**config.mk**
```make
export PLATFORM = sky130hd
export DESIGN_NAME = alu_sequencer
export DESIGN_NICKNAME = d
export VERILOG_FILES = /design/src/rtl/alu_seq_pkg.sv /design/src/rtl/alu_sequencer_reg_file.sv /design/src/rtl/alu_sequencer.sv
export SDC_FILE = /design/constraint.sdc
export NUM_CORES = 1
export LEC_CHECK = 0
export ABC_AREA = 1
export BUFFER_PORTS_ARGS = -buffer_cell sky130_fd_sc_hd__buf_2
export CAP_MARGIN = 20
export CORE_MARGIN = 10
export CORE_UTILIZATION = 40
export DETAILED_ROUTE_END_ITERATION = 6
export PLACE_DENSITY = 0.66
export SETUP_SLACK_MARGIN = 0.1
export SLEW_MARGIN = 20
export SYNTH_ARGS = -nofsm -noshare
export SYNTH_HDL_FRONTEND = slang
export SYNTH_HIERARCHICAL = 1
export SYNTH_SLANG_ARGS = --single-unit
```
**constraint.sdc**
```tcl
create_clock -name clk -period 2 [get_ports clk]
set_input_delay 0.2 -clock clk [delete_from_list [all_inputs] [get_ports clk]]
set_output_delay 0.2 -clock clk [all_outputs]
set_load 0.005 [all_outputs]
```
**src/rtl/alu_seq_pkg.sv**
```systemverilog
// -----------------------------------------------------------------------------
// alu_seq_pkg
// Shared definitions for the ALU sequencer:
//   - data/address/op widths
//   - ALU op encodings
//   - sequencer FSM states
//   - instruction field bit positions
//   - helper that tells which ops update the carry flag
// -----------------------------------------------------------------------------
package alu_seq_pkg;

   localparam int DATA_W = 16;
   localparam int ADDR_W = 3;
   localparam int OP_W   = 3;
   localparam int NREGS  = 8;

   // Instruction word: [15:13] op, [12:10] rd, [9:7] rs_a, [6:4] rs_b,
   // [3] imm select, [2:0] reserved
   localparam int OP_MSB  = 15;
   localparam int OP_LSB  = 13;
   localparam int RD_MSB  = 12;
   localparam int RD_LSB  = 10;
   localparam int RSA_MSB = 9;
   localparam int RSA_LSB = 7;
   localparam int RSB_MSB = 6;
   localparam int RSB_LSB = 4;
   localparam int IMM_BIT = 3;

   typedef enum logic [OP_W-1:0] {
      OP_ADD = 3'b000,
      OP_SUB = 3'b001,
      OP_SHL = 3'b010,
      OP_ROR = 3'b011,
      OP_AND = 3'b100,
      OP_OR  = 3'b101,
      OP_XOR = 3'b110,
      OP_NOT = 3'b111
   } op_e;

   typedef enum logic [1:0] {
      S_IDLE = 2'd0,
      S_EXEC = 2'd1,
      S_WB   = 2'd2
   } state_e;

   // Only the arithmetic ops produce a meaningful carry/borrow.
   function automatic logic op_sets_carry(input op_e op);
      return (op == OP_ADD) || (op == OP_SUB);
   endfunction

endpackage

```
**src/rtl/alu_sequencer_reg_file.sv**
```systemverilog
// -----------------------------------------------------------------------------
// reg_file_8x16
// 8 x 16-bit register file: one synchronous write port, two combinational
// operand read ports and one combinational debug read port. Synchronous
// active-low clear of every entry.
// Ports:
//   i_clk        clock
//   i_rst_n      synchronous active-low clear
//   i_we         write enable
//   i_waddr      write address
//   i_wdata      write data
//   i_raddr_a/b  operand read addresses   -> o_rdata_a/b
//   i_raddr_d    debug read address       -> o_rdata_d
// -----------------------------------------------------------------------------
module reg_file_8x16
   import alu_seq_pkg::*;
(
   input  logic              i_clk,
   input  logic              i_rst_n,
   input  logic              i_we,
   input  logic [ADDR_W-1:0] i_waddr,
   input  logic [DATA_W-1:0] i_wdata,
   input  logic [ADDR_W-1:0] i_raddr_a,
   input  logic [ADDR_W-1:0] i_raddr_b,
   input  logic [ADDR_W-1:0] i_raddr_d,
   output logic [DATA_W-1:0] o_rdata_a,
   output logic [DATA_W-1:0] o_rdata_b,
   output logic [DATA_W-1:0] o_rdata_d
);

   logic [DATA_W-1:0] r_mem [NREGS];

   // NOTE: clearing the array on reset turns it into flops rather than a RAM
   // macro; that is intended here because every entry must read 0 after reset.
   always_ff @(posedge i_clk) begin
      if (!i_rst_n) begin
         for (int i = 0; i < NREGS; i++) r_mem[i] <= '0;
      end else if (i_we) begin
         r_mem[i_waddr] <= i_wdata;
      end
   end

   // Reads see the pre-write value during the write cycle.
   assign o_rdata_a = r_mem[i_raddr_a];
   assign o_rdata_b = r_mem[i_raddr_b];
   assign o_rdata_d = r_mem[i_raddr_d];

endmodule

```
**src/rtl/alu_sequencer.sv**
```systemverilog
// -----------------------------------------------------------------------------
// alu_sequencer
// Operand/control shell around an external 16-bit combinational ALU. Accepts
// one instruction per three cycles (IDLE -> EXEC -> WB), reads operands from an
// 8x16 register file, drives the ALU, captures result/flags and writes back.
// Ports:
//   clk, reset            clock, synchronous active-low reset
//   instr_valid/instr     instruction handshake input
//   instr_ready           high in IDLE
//   alu_a/alu_b/alu_op    registered ALU inputs, stable through EXEC/WB
//   alu_result/z/c        ALU outputs, captured in EXEC
//   done/wb_data          writeback pulse and written value
//   flag_z/flag_c         registered flags, committed at writeback
//   dbg_addr/dbg_data     combinational debug read of the register file
// Build option:
//   ALU_SEQ_IMM_EN        instr[3]=1 replaces operand B with {13'b0, instr[6:4]}
// -----------------------------------------------------------------------------
module alu_sequencer
   import alu_seq_pkg::*;
(
   input  logic              clk,
   input  logic              reset,
   input  logic              instr_valid,
   input  logic [DATA_W-1:0] instr,
   output logic              instr_ready,
   output logic [DATA_W-1:0] alu_a,
   output logic [DATA_W-1:0] alu_b,
   output logic [OP_W-1:0]   alu_op,
   input  logic [DATA_W-1:0] alu_result,
   input  logic              alu_z,
   input  logic              alu_c,
   output logic              done,
   output logic [DATA_W-1:0] wb_data,
   output logic              flag_z,
   output logic              flag_c,
   input  logic [ADDR_W-1:0] dbg_addr,
   output logic [DATA_W-1:0] dbg_data
);

   state_e            r_state, w_state_nxt;
   logic              w_accept, w_wr_en;
   logic [DATA_W-1:0] w_rd_a, w_rd_b, w_b_sel;

   logic [DATA_W-1:0] r_alu_a, r_alu_b, r_res;
   op_e               r_alu_op;
   logic [ADDR_W-1:0] r_rd;
   logic              r_z, r_c, r_c_en, r_flag_z, r_flag_c;

   reg_file_8x16 u_rf (
      .i_clk     (clk),
      .i_rst_n   (reset),
      .i_we      (w_wr_en),
      .i_waddr   (r_rd),
      .i_wdata   (r_res),
      .i_raddr_a (instr[RSA_MSB:RSA_LSB]),
      .i_raddr_b (instr[RSB_MSB:RSB_LSB]),
      .i_raddr_d (dbg_addr),
      .o_rdata_a (w_rd_a),
      .o_rdata_b (w_rd_b),
      .o_rdata_d (dbg_data)
   );

`ifdef ALU_SEQ_IMM_EN
   logic w_unused_instr;
   assign w_unused_instr = ^instr[2:0];
   assign w_b_sel = instr[IMM_BIT] ? {13'b0, instr[RSB_MSB:RSB_LSB]} : w_rd_b;
`else
   logic w_unused_instr;
   assign w_unused_instr = ^instr[IMM_BIT:0];
   assign w_b_sel = w_rd_b;
`endif

   // NOTE: every output of this block gets a default before the case, so no
   // path leaves a signal unassigned and no latch is inferred.
   always_comb begin
      w_state_nxt = r_state;
      instr_ready = 1'b0;
      w_accept    = 1'b0;
      w_wr_en     = 1'b0;
      done        = 1'b0;
      case (r_state)
         S_IDLE: begin
            instr_ready = 1'b1;
            if (instr_valid) begin
               w_accept    = 1'b1;
               w_state_nxt = S_EXEC;
            end
         end
         S_EXEC:  w_state_nxt = S_WB;
         S_WB: begin
            done        = 1'b1;
            w_wr_en     = 1'b1;
            w_state_nxt = S_IDLE;
         end
         default: w_state_nxt = S_IDLE;
      endcase
   end

   // NOTE: sequential state uses non-blocking assignments so every flop
   // samples pre-edge values regardless of statement order.
   always_ff @(posedge clk) begin
      if (!reset) r_state <= S_IDLE;
      else        r_state <= w_state_nxt;
   end

   always_ff @(posedge clk) begin
      if (!reset) begin
         r_alu_a  <= '0;
         r_alu_b  <= '0;
         r_alu_op <= OP_ADD;
         r_rd     <= '0;
         r_res    <= '0;
         r_z      <= 1'b0;
         r_c      <= 1'b0;
         r_c_en   <= 1'b0;
         r_flag_z <= 1'b0;
         r_flag_c <= 1'b0;
      end else begin
         if (w_accept) begin
            r_alu_a  <= w_rd_a;
            r_alu_b  <= w_b_sel;
            r_alu_op <= op_e'(instr[OP_MSB:OP_LSB]);
            r_rd     <= instr[RD_MSB:RD_LSB];
         end
         if (r_state == S_EXEC) begin
            r_res  <= alu_result;
            r_z    <= alu_z;
            r_c    <= alu_c;
            r_c_en <= op_sets_carry(r_alu_op);
         end
         // Flags commit together with the register write.
         if (w_wr_en) begin
            r_flag_z <= r_z;
            if (r_c_en) r_flag_c <= r_c;
         end
      end
   end

   assign alu_a   = r_alu_a;
   assign alu_b   = r_alu_b;
   assign alu_op  = r_alu_op;
   assign wb_data = r_res;
   assign flag_z  = r_flag_z;
   assign flag_c  = r_flag_c;

endmodule

```
==> results of run 1 <==
cells in the final DEF, fill, tap and decap left out, drive strengths merged:
master,instances
nand2,687
nor2,215
clkinv,9
inv,207
edfxtp,128
a21oi,38
dfxtp,61
o21ai,19
clkbuf,17
dlygate4sd3,7
nand3,232
buf,153
routing by layer:
metal,global-route usage (%),wire [microns]
met3,4.564,4093
met5,0,0
met4,5.415,723
met2,29.03,15100
met1,29.62,16390
where the power goes:
group	switching, mW	internal, mW
clock network	1.71	1.69
registers	0.116	4.35
logic	1.11	0.571
total	2.94	6.60
sequential cells by signal, summed over array words and instances, names as in the netlist:
signal / flops
u_rf/r_mem: 128
alu_a: 16
alu_b: 16
wb_data: 16
alu_op: 3
r_rd: 3
r_state: 2
flag_c: 1
flag_z: 1
r_c: 1
r_c_en: 1
r_z: 1
through the flow:
stage | setup WS [ns] | hold WS [ns] | area, sq um
2_1_floorplan | 0.1717 | 0.3645 | 11250
3_3_place_gp | 0.3133 | 0.4478 | 12300
3_5_place_dp | 0.2580 | 0.4552 | 12300
4_1_cts | 0.2209 | 0.001337 | 12960
5_1_grt | 0.1307 | 0.01841 | 12960
6_report | 0.2065 | 0.01076 | 12960
what timing repair did:
action	in CTS	in global routing
setup buffers	0	0
setup endpoints to repair	0	1
resized for setup	0	1
hold buffers	7	0
endpoints found under the hold margin	7	0
cell type report:
| type | count | share of cell area, % |
|---|---|---|
| multi-input cells | 1191 | 37.66 |
| clock inverters | 15 | 1.332 |
| inverters | 201 | 5.820 |
| flip-flops and latches | 189 | 39.07 |
| clock buffers | 17 | 3.282 |
| repair buffers | 160 | 9.188 |
| well taps | 378 | 3.648 |
cell families after synthesis:
logic type	Yosys count
compound gates	57
buf+inv	306
flops	189
simple gates	1134
how the worst max path moves through the flow:
stage / startpoint / end / slack [ns] / cells past startpoint
floorplan: r_state[1] / u_rf/r_mem[5][0] / 0.17 / 7
global placement: r_state[1] / u_rf/r_mem[0][12] / 0.31 / 7
detailed placement: r_state[1] / u_rf/r_mem[0][13] / 0.26 / 7
CTS: u_rf/r_mem[3][10] / dbg_data[10] / 0.22 / 7
global route: u_rf/r_mem[5][1] / dbg_data[1] / 0.13 / 7
finish: u_rf/r_mem[5][1] / dbg_data[1] / 0.21 / 7
critical path: stages, from the launching register on:
cell,delay (ns)
edfxtp_1,0.38
inv_1,0.18
nand2_1,0.08
nand3_1,0.08
nand2_1,0.06
nand2_1,0.06
nand2_1,0.14
buf_2,0.17
==> impl_metrics.csv, run 1 <==
group,metric,value,unit
synthesis,synth-simple-area-share,40.87,%
synthesis,synth_edf_count,128,
route,vias,11110,
route,wirelength,36.31,mm
global_routing,grt_pass1_wl,57.24,mm
floorplan,dieHeight,187.7,microns
clock_tree,clkTransAtPathRegs,0.08,ns
route,firstDrtPassIters,6,
synthesis,synth_area_leader_cell,"edfxtp_1",
global_routing,antenna_found_initial,0,
power,vdd_drop_max,0.0005024,V
clock_tree,clock_latency,0.44,ns
worst_hold_path,min_path_type,"in2reg",
clock_tree,numCtsBuffers,17,
floorplan,start_util,40.48,%
sta,setup_violations,0,
worst_hold_path,min_delay_path_depth,3,
layout,regArea,0.005065,sq mm
setup_path,crit_type,"reg2out",
floorplan,fp.dieW,187.7,microns
sta,rsz0062_at_grt,"no",
layout,drive_gt1_share,11.45,%
clock_tree,cts_buffer_depth,2,
floorplan,io-pin-count,111,
floorplan,core-area,0.02778,sq mm
synthesis,yosys_most_used_dff,"edfxtp_1",
synthesis,synth-seq-cells,189,
clock_tree,cts_num_sinks,189,
sta,drv_slew,0,
place,gp_congestion,0.9566,
sta,finalClockSkew,0.01530,ns
status,status,"completed",
setup_path,critPathLaunchType,"register",
route,dr.first_iter.drc_count,1587,
setup_path,reg2reg_setup_slack,0.22,ns
setup_path,cp-end-kind,"output port",
clock_tree,cts_max_level,4,
worst_hold_path,min_from,"alu_result[13]",
power,power_density,736.0,mW/mm^2
route,drt-wirelength-per-cell,16.88,microns
synthesis,synthArstFlopShare,0,%
global_routing,grt_overflow,0,
power,finalPower,9.542,mW
synthesis,synth_commonest_cells,"nand2_1, nand3_1, nor2_1",
synthesis,yosysUniqueCellTypes,18,
synthesis,yosysWarnings,6,
synthesis,synth_compound_area_share,2.536,%
floorplan,rows,61,
run,drv_cap,0,
floorplan,die-area,0.03523,sq mm
synthesis,synthMuxAreaShare,0,%
layout,final_util,46.66,%
synthesis,synth_xor_area_share,0,%
global_routing,grt_usage,20.20,%
layout,multi_input_area,0.004882,sq mm
synthesis,seq_area_frac_synth,45.03,%
sta,fmax,0.5576,GHz
route,drc_errors,0,
layout,area_growth,15.26,%
setup_path,r2r_start,"r_state[1]",
synthesis,synth_area,0.01125,sq mm
setup_path,timing.rr.end,"u_rf/r_mem[0][7]",
sta,min_period,1.793,ns
synthesis,synthCells,1686,
synthesis,syn_avg_cell_area,6.671,sq um
synthesis,synth_most_common_cell,"nand2_1",
layout,fin_nets,1800,
sta,period_share,89.67,%
power,cellLeakagePower,6.559,nW
setup_path,worst_ep_required_time,1.80,ns
synthesis,synth_area_leaders,"edfxtp_1, nand2_1, dfxtp_1",
global_routing,grt_max_degree,79,
place,hpwlAfterDp,26.14,mm
sta,tightestPinTransition,0.5544,ns
clock_tree,cts_tree,"yes",
sta,max_slew_margin,63.04,%
synthesis,synth_top_family_by_area,"simple AND/OR/NAND/NOR gates",
sta,hold_viol,0,
place,io_buffers,106,
layout,stdcell_count,2151,
synthesis,syn-num-nets,1726,
clock_tree,clockRootBuffer,"clkbuf_16",
global_routing,first_global_vias,10000,
layout,diodes,0,
synthesis,synthAdderAreaFrac,0,%
route,ant_nets,0,
synthesis,synth_top_area_share,34.18,%
layout,fillerInstances,2835,
place,placed_cells,2112,
route,via_per_inst,5.165,
sta,final.setup.tns,0,ns
setup_path,cp.arrival,1.59,ns
setup_path,cp_max_fo,3,
setup_path,reg2reg_depth,7,
worst_hold_path,min_to,"wb_data[13]",
Power figures use the tool's default switching activity.
==> inputs of run 2 (changes only) <==
CAP_MARGIN = default   (was 20)
CORE_MARGIN = 2   (was 10)
==> impl_metrics.csv, run 2 (same netlist as run 1, synthesis figures left out) <==
group,metric,value,unit
status,status,"completed",
sta,rsz0062_at_grt,"no",
floorplan,io-pin-count,111,
clock_tree,cts_tree,"yes",
setup_path,cp_num_cells,7,
sta,min_period,1.810,ns
run,drv_cap,0,
power,clock_power_share,37.6,%
clock_tree,cts_setup_buffers,0,
layout,regMostFlops,"u_rf/r_mem",
route,wirelength,35.04,mm
power,seq_power_share,45.3,%
setup_path,critPathMaxStageDelay,0.46,ns
setup_path,reg2reg_setup_slack,0.25,ns
global_routing,gr-usage-met3,4.993,%
place,hpwlAfterDp,25.05,mm
power,pwr-share-comb,17.0,%
sta,max_slew_margin,60.24,%
sta,setup_violations,0,
sta,final.setup.tns,0,ns
setup_path,critPathLaunch,"u_rf/r_mem[3][7]",
global_routing,antenna_found_initial,1,
setup_path,cp-end-kind,"output port",
sta,period_share,90.52,%
layout,final_common_cell,"nand2_1",
clock_tree,clkTransAtPathRegs,0.09,ns
setup_path,path_common_cell,"nand2_1",
power,cellLeakagePower,6.614,nW
power,finalPower,9.839,mW
floorplan,dieHeight,171.7,microns
setup_path,r2r_start,"r_state[1]",
route,ant_nets,0,
clock_tree,hold_buffers,16,
layout,largest_reg_flops,128,
floorplan,fp.dieW,171.7,microns
global_routing,use_met2,35.59,%
sta,drv_slew,0,
power,power_density,751.4,mW/mm^2
power,vdd_drop_max,0.0004733,V
sta,tightestPinTransition,0.5958,ns
route,vias,10970,
layout,area_growth,16.42,%
power,switching_share,31.73,%
floorplan,core-area,0.02771,sq mm
setup_path,cp.arrival,1.61,ns
clock_tree,ctsResizeCount,0,
clock_tree,clock_latency,0.45,ns
power,intPower,6.717,mW
sta,fmax,0.5524,GHz
setup_path,crit_path_cell_trace,"inv_1 > nand2_1 > nand3_1 > nand2_1 > nand2_1 > nand2_1 > buf_2",
worst_hold_path,min_path_type,"in2reg",
setup_path,timing.rr.end,"u_rf/r_mem[7][14]",
place,gp_congestion,0.8902,
global_routing,grt_max_degree,79,
clock_tree,cts_buffer_depth,2,
global_routing,grt-busiest-layer,"met2",
clock_tree,clockRootBuffer,"clkbuf_16",
route,drc_errors,0,
layout,fin_nets,1810,
setup_path,crit_buf_inv,2,
route,firstDrtPassIters,6,
setup_path,worst_ep_required_time,1.80,ns
setup_path,cp_max_fo,3,
global_routing,first_global_vias,9780,
floorplan,rows,61,
sta,hold_viol,0,
setup_path,critPathLaunchType,"register",
route,via_per_inst,5.075,
route,drt-wirelength-per-cell,16.22,microns
clock_tree,cts_max_level,4,
global_routing,grt_usage,24.10,%
global_routing,grt_use_met1,35.25,%
setup_path,reg2reg_depth,7,
global_routing,grt_overflow,0,
layout,layout_common_cells,"nand2_1, nand3_1, nor2_1, inv_1, edfxtp_1",
layout,diodes,0,
global_routing,grt_pass1_wl,54.30,mm
floorplan,start_util,40.60,%
power,p_sw,3.122,mW
setup_path,endpoint,"dbg_data[7]",
floorplan,die-area,0.02948,sq mm
route,dr.first_iter.drc_count,1493,
clock_tree,cts_num_sinks,189,
place,io_buffers,106,
setup_path,crit_type,"reg2out",
clock_tree,numCtsBuffers,17,
layout,drive_gt1_share,11.39,%
setup_path,cpLargestDelayFamily,"flip-flops",
setup_path,cpMaxStageDelayCell,"edfxtp_1",
sta,finalClockSkew,0.01489,ns
[run 2: cell types whose count changed in the layout (fill, tap and decap cells not counted), sizes merged]
cell / previous run / this run
buf: 153 / 154
clkinv: 9 / 4
dlygate4sd3: 7 / 16
inv: 207 / 212
[run 2: worst min path at each step]
stage          slack (ns)          end            from  cells past startpoint
2_1_floorplan        0.36  wb_data[10]  alu_result[10]                      2
3_3_place_gp         0.45   wb_data[4]   alu_result[4]                      3
3_5_place_dp         0.45          r_z           alu_z                      3
4_1_cts             0.006          r_c           alu_c                      3
5_1_grt              0.04  wb_data[14]  alu_result[14]                      3
6_report             0.01          r_c           alu_c                      3
[run 2: final cells by class]
| cell class | instances | area (sq um) |
|---|---|---|
| fill | 2748 | 14610 |
| timing repair buffer | 170 | 1264 |
| clock inverter | 15 | 230.2 |
| inverter | 201 | 754.5 |
| tap | 378 | 473.0 |
| clock buffer | 17 | 425.4 |
| sequential | 189 | 5065 |
| multi-input combinational | 1191 | 4882 |
[run 2: power groups by stage]
stage	clock network (mW)	registers [mW]	logic (mW)
6_report	3.70	4.46	1.68
4_1_cts	3.76	4.46	1.66
2_1_floorplan	0	4.52	1.05
3_5_place_dp	0	4.55	1.63
3_3_place_gp	0	4.54	1.61
5_1_grt	3.90	4.48	1.88
[run 2: worst reg2reg max path: cells and delay by family (launching register included)]
family                 cells  cell delay, ns
buffers and inverters      2            0.40
and+or+nand+nor            5            0.61
DFF                        1            0.44
[run 2: through the flow]
step	cell area, sq um	utilization, %	setup slack [ns]	hold WS [ns]	instances
6_report	13090	47.26	0.1896	0.01165	2161
5_1_grt	13090	47.26	0.1014	0.03953	2161
4_1_cts	13090	47.26	0.1941	0.005885	2161
3_5_place_dp	12280	44.32	0.2684	0.4541	2113
3_3_place_gp	12280	44.32	0.3010	0.4474	2113
2_1_floorplan	11250	-	0.1717	0.3645	1686
[run 2: per-layer routing]
metal / part of all wire [%] / routed length [microns]
met1: 45 / 15740
met2: 42 / 14800
met3: 11 / 3783
met4: 2.0 / 714
met5: 0 / 0
==> inputs of run 3 (changes only) <==
==> constraint.sdc (replaced) <==
create_clock -name clk -period 2.1 [get_ports clk]
set_input_delay 0.42 -clock clk [delete_from_list [all_inputs] [get_ports clk]]
set_output_delay 0.42 -clock clk [all_outputs]
set_load 0.005 [all_outputs]
==> impl_metrics.csv, run 3 (same netlist as run 1, synthesis figures left out) <==
group,metric,value,unit
worst_hold_path,min_delay_path_depth,3,
place,gp_congestion,0.9210,
clock_tree,cts_setup_buffers,0,
floorplan,dieHeight,171.7,microns
setup_path,critPathLaunchType,"register",
route,drc_errors,0,
route,dr_wl_met3,3.614,mm
layout,layout_common_cells,"nand2_1, nand3_1, nor2_1, inv_1, edfxtp_1",
clock_tree,cts_num_sinks,189,
sta,tightestPinTransition,0.4531,ns
setup_path,reg2reg_depth,7,
floorplan,io-pin-count,111,
clock_tree,numCtsBuffers,17,
setup_path,reg2reg_setup_slack,0.28,ns
status,status,"completed",
sta,finalWorstSetupSlack,0.1478,ns
clock_tree,cts_max_level,4,
route,met1_length,15.68,mm
sta,finalClockSkew,0.01306,ns
route,wl_met2,14.81,mm
place,post-place-ws,0.2132,ns
power,seq_power_share,46.6,%
setup_path,r2r_start,"r_state[1]",
layout,design_area,0.01288,sq mm
global_routing,grt_overflow,0,
floorplan,core-area,0.02771,sq mm
global_routing,grt_usage,24.02,%
power,finalPower,9.116,mW
route,drt-wirelength-per-cell,16.23,microns
power,intPower,6.298,mW
route,wirelength,34.82,mm
clock_tree,clockRootBuffer,"clkbuf_16",
route,dr.first_iter.drc_count,1619,
power,cellLeakagePower,6.519,nW
setup_path,crit_type,"reg2out",
route,firstDrtPassIters,6,
floorplan,start_util,40.60,%
layout,fillerInstances,2791,
worst_hold_path,min_to,"wb_data[6]",
setup_path,cp.arrival,1.53,ns
sta,rsz0062_at_grt,"yes",
route,via_per_inst,5.102,
floorplan,die-area,0.02948,sq mm
power,vdd_drop_max,0.0004821,V
run,drv_cap,0,
sta,max_slew_margin,69.79,%
setup_path,cp_max_fo,3,
sta,hold_viol,0,
power,switching_share,30.92,%
layout,final_common_cell,"nand2_1",
layout,area_growth,14.54,%
global_routing,antenna_found_initial,0,
sta,period_share,92.96,%
worst_hold_path,min_from,"alu_result[6]",
global_routing,first_global_vias,9731,
clock_tree,clkTransAtPathRegs,0.08,ns
clock_tree,cts_buffer_depth,2,
layout,drive_gt1_share,12.05,%
setup_path,timing.rr.end,"u_rf/r_mem[1][8]",
route,highest_layer,"met4",
sta,fmax,0.5122,GHz
route,vias,10940,
global_routing,grt_max_degree,78,
place,place_area,0.01227,sq mm
power,p_sw,2.818,mW
place,hpwlAfterDp,25.13,mm
power,pwr-share-comb,17.2,%
clock_tree,clock_latency,0.44,ns
global_routing,grt_pass1_wl,54.58,mm
floorplan,rows,61,
floorplan,fp.dieW,171.7,microns
sta,setup_violations,0,
clock_tree,cts_tree,"yes",
worst_hold_path,min_path_type,"in2reg",
clock_tree,hold_buffers,0,
sta,drv_slew,0,
place,io_buffers,106,
sta,final.setup.tns,0,ns
power,clock_power_share,36.2,%
layout,final_util,46.50,%
sta,min_period,1.952,ns
power,power_density,707.6,mW/mm^2
setup_path,worst_ep_required_time,1.68,ns
layout,diodes,0,
setup_path,cp-end-kind,"output port",
layout,regMostFlops,"u_rf/r_mem",
layout,fin_nets,1794,
route,ant_nets,0,
layout,largest_reg_flops,128,
==> run 3: stage by stage <==
stage,hold WS (ns),cells
floorplan,0.4483,1686
global placement,0.4567,2113
detailed placement,0.4630,2113
CTS,0.2113,2145
global route,0.2339,2145
finish,0.2252,2145
==> run 3: how the worst max path moves through the flow <==
stage / depth (start not counted) / slack, ns / endpoint / startpoint
after floorplan: 7 / 0.27 / u_rf/r_mem[1][0] / r_state[1]
after global placement: 9 / 0.22 / dbg_data[0] / dbg_addr[0]
after detailed placement: 9 / 0.21 / dbg_data[0] / dbg_addr[0]
after CTS: 7 / 0.14 / dbg_data[6] / u_rf/r_mem[1][6]
after global routing: 7 / 0.08 / dbg_data[0] / u_rf/r_mem[7][0]
final: 7 / 0.15 / dbg_data[6] / u_rf/r_mem[1][6]
==> run 3: power groups by stage <==
stage	Combinational (mW)	Sequential, mW	Clock [mW]
4_1_cts	1.55	4.25	3.35
2_1_floorplan	1.00	4.30	0
5_1_grt	1.76	4.27	3.52
6_report	1.57	4.25	3.30
3_3_place_gp	1.52	4.33	0
3_5_place_dp	1.55	4.33	0
==> run 3: per-layer routing <==
layer,track usage [%],up-vias
met5,0,-
met3,4.441,54
met2,35.34,599
li1,-,5344
met1,35.63,4947
met4,7.222,0
==> run 3: what timing repair did <==
action	4_1_cts	5_1_grt
setup endpoints to repair	0	5
gates resized for setup	0	10
hold endpoints to repair	0	0
==> run 3: cell type report <==
class | instances | area, sq um | area share [%]
clock buffers | 17 | 425.4 | 3.302
clock inverters | 15 | 188.9 | 1.467
inverters | 201 | 754.5 | 5.857
multi-input cells | 1191 | 4885 | 37.92
flip-flops and latches | 189 | 5065 | 39.32
well taps | 378 | 473.0 | 3.671
repair buffers | 154 | 1091 | 8.469
==> run 3: worst max-delay path, cell delays in order, from the launching register on <==
cell and delay (ns):
edfxtp_1 0.46, inv_2 0.10, nand2_1 0.05, nand3_1 0.08
nand2_1 0.06, nand2_1 0.08, nand2_1 0.11, buf_2 0.15
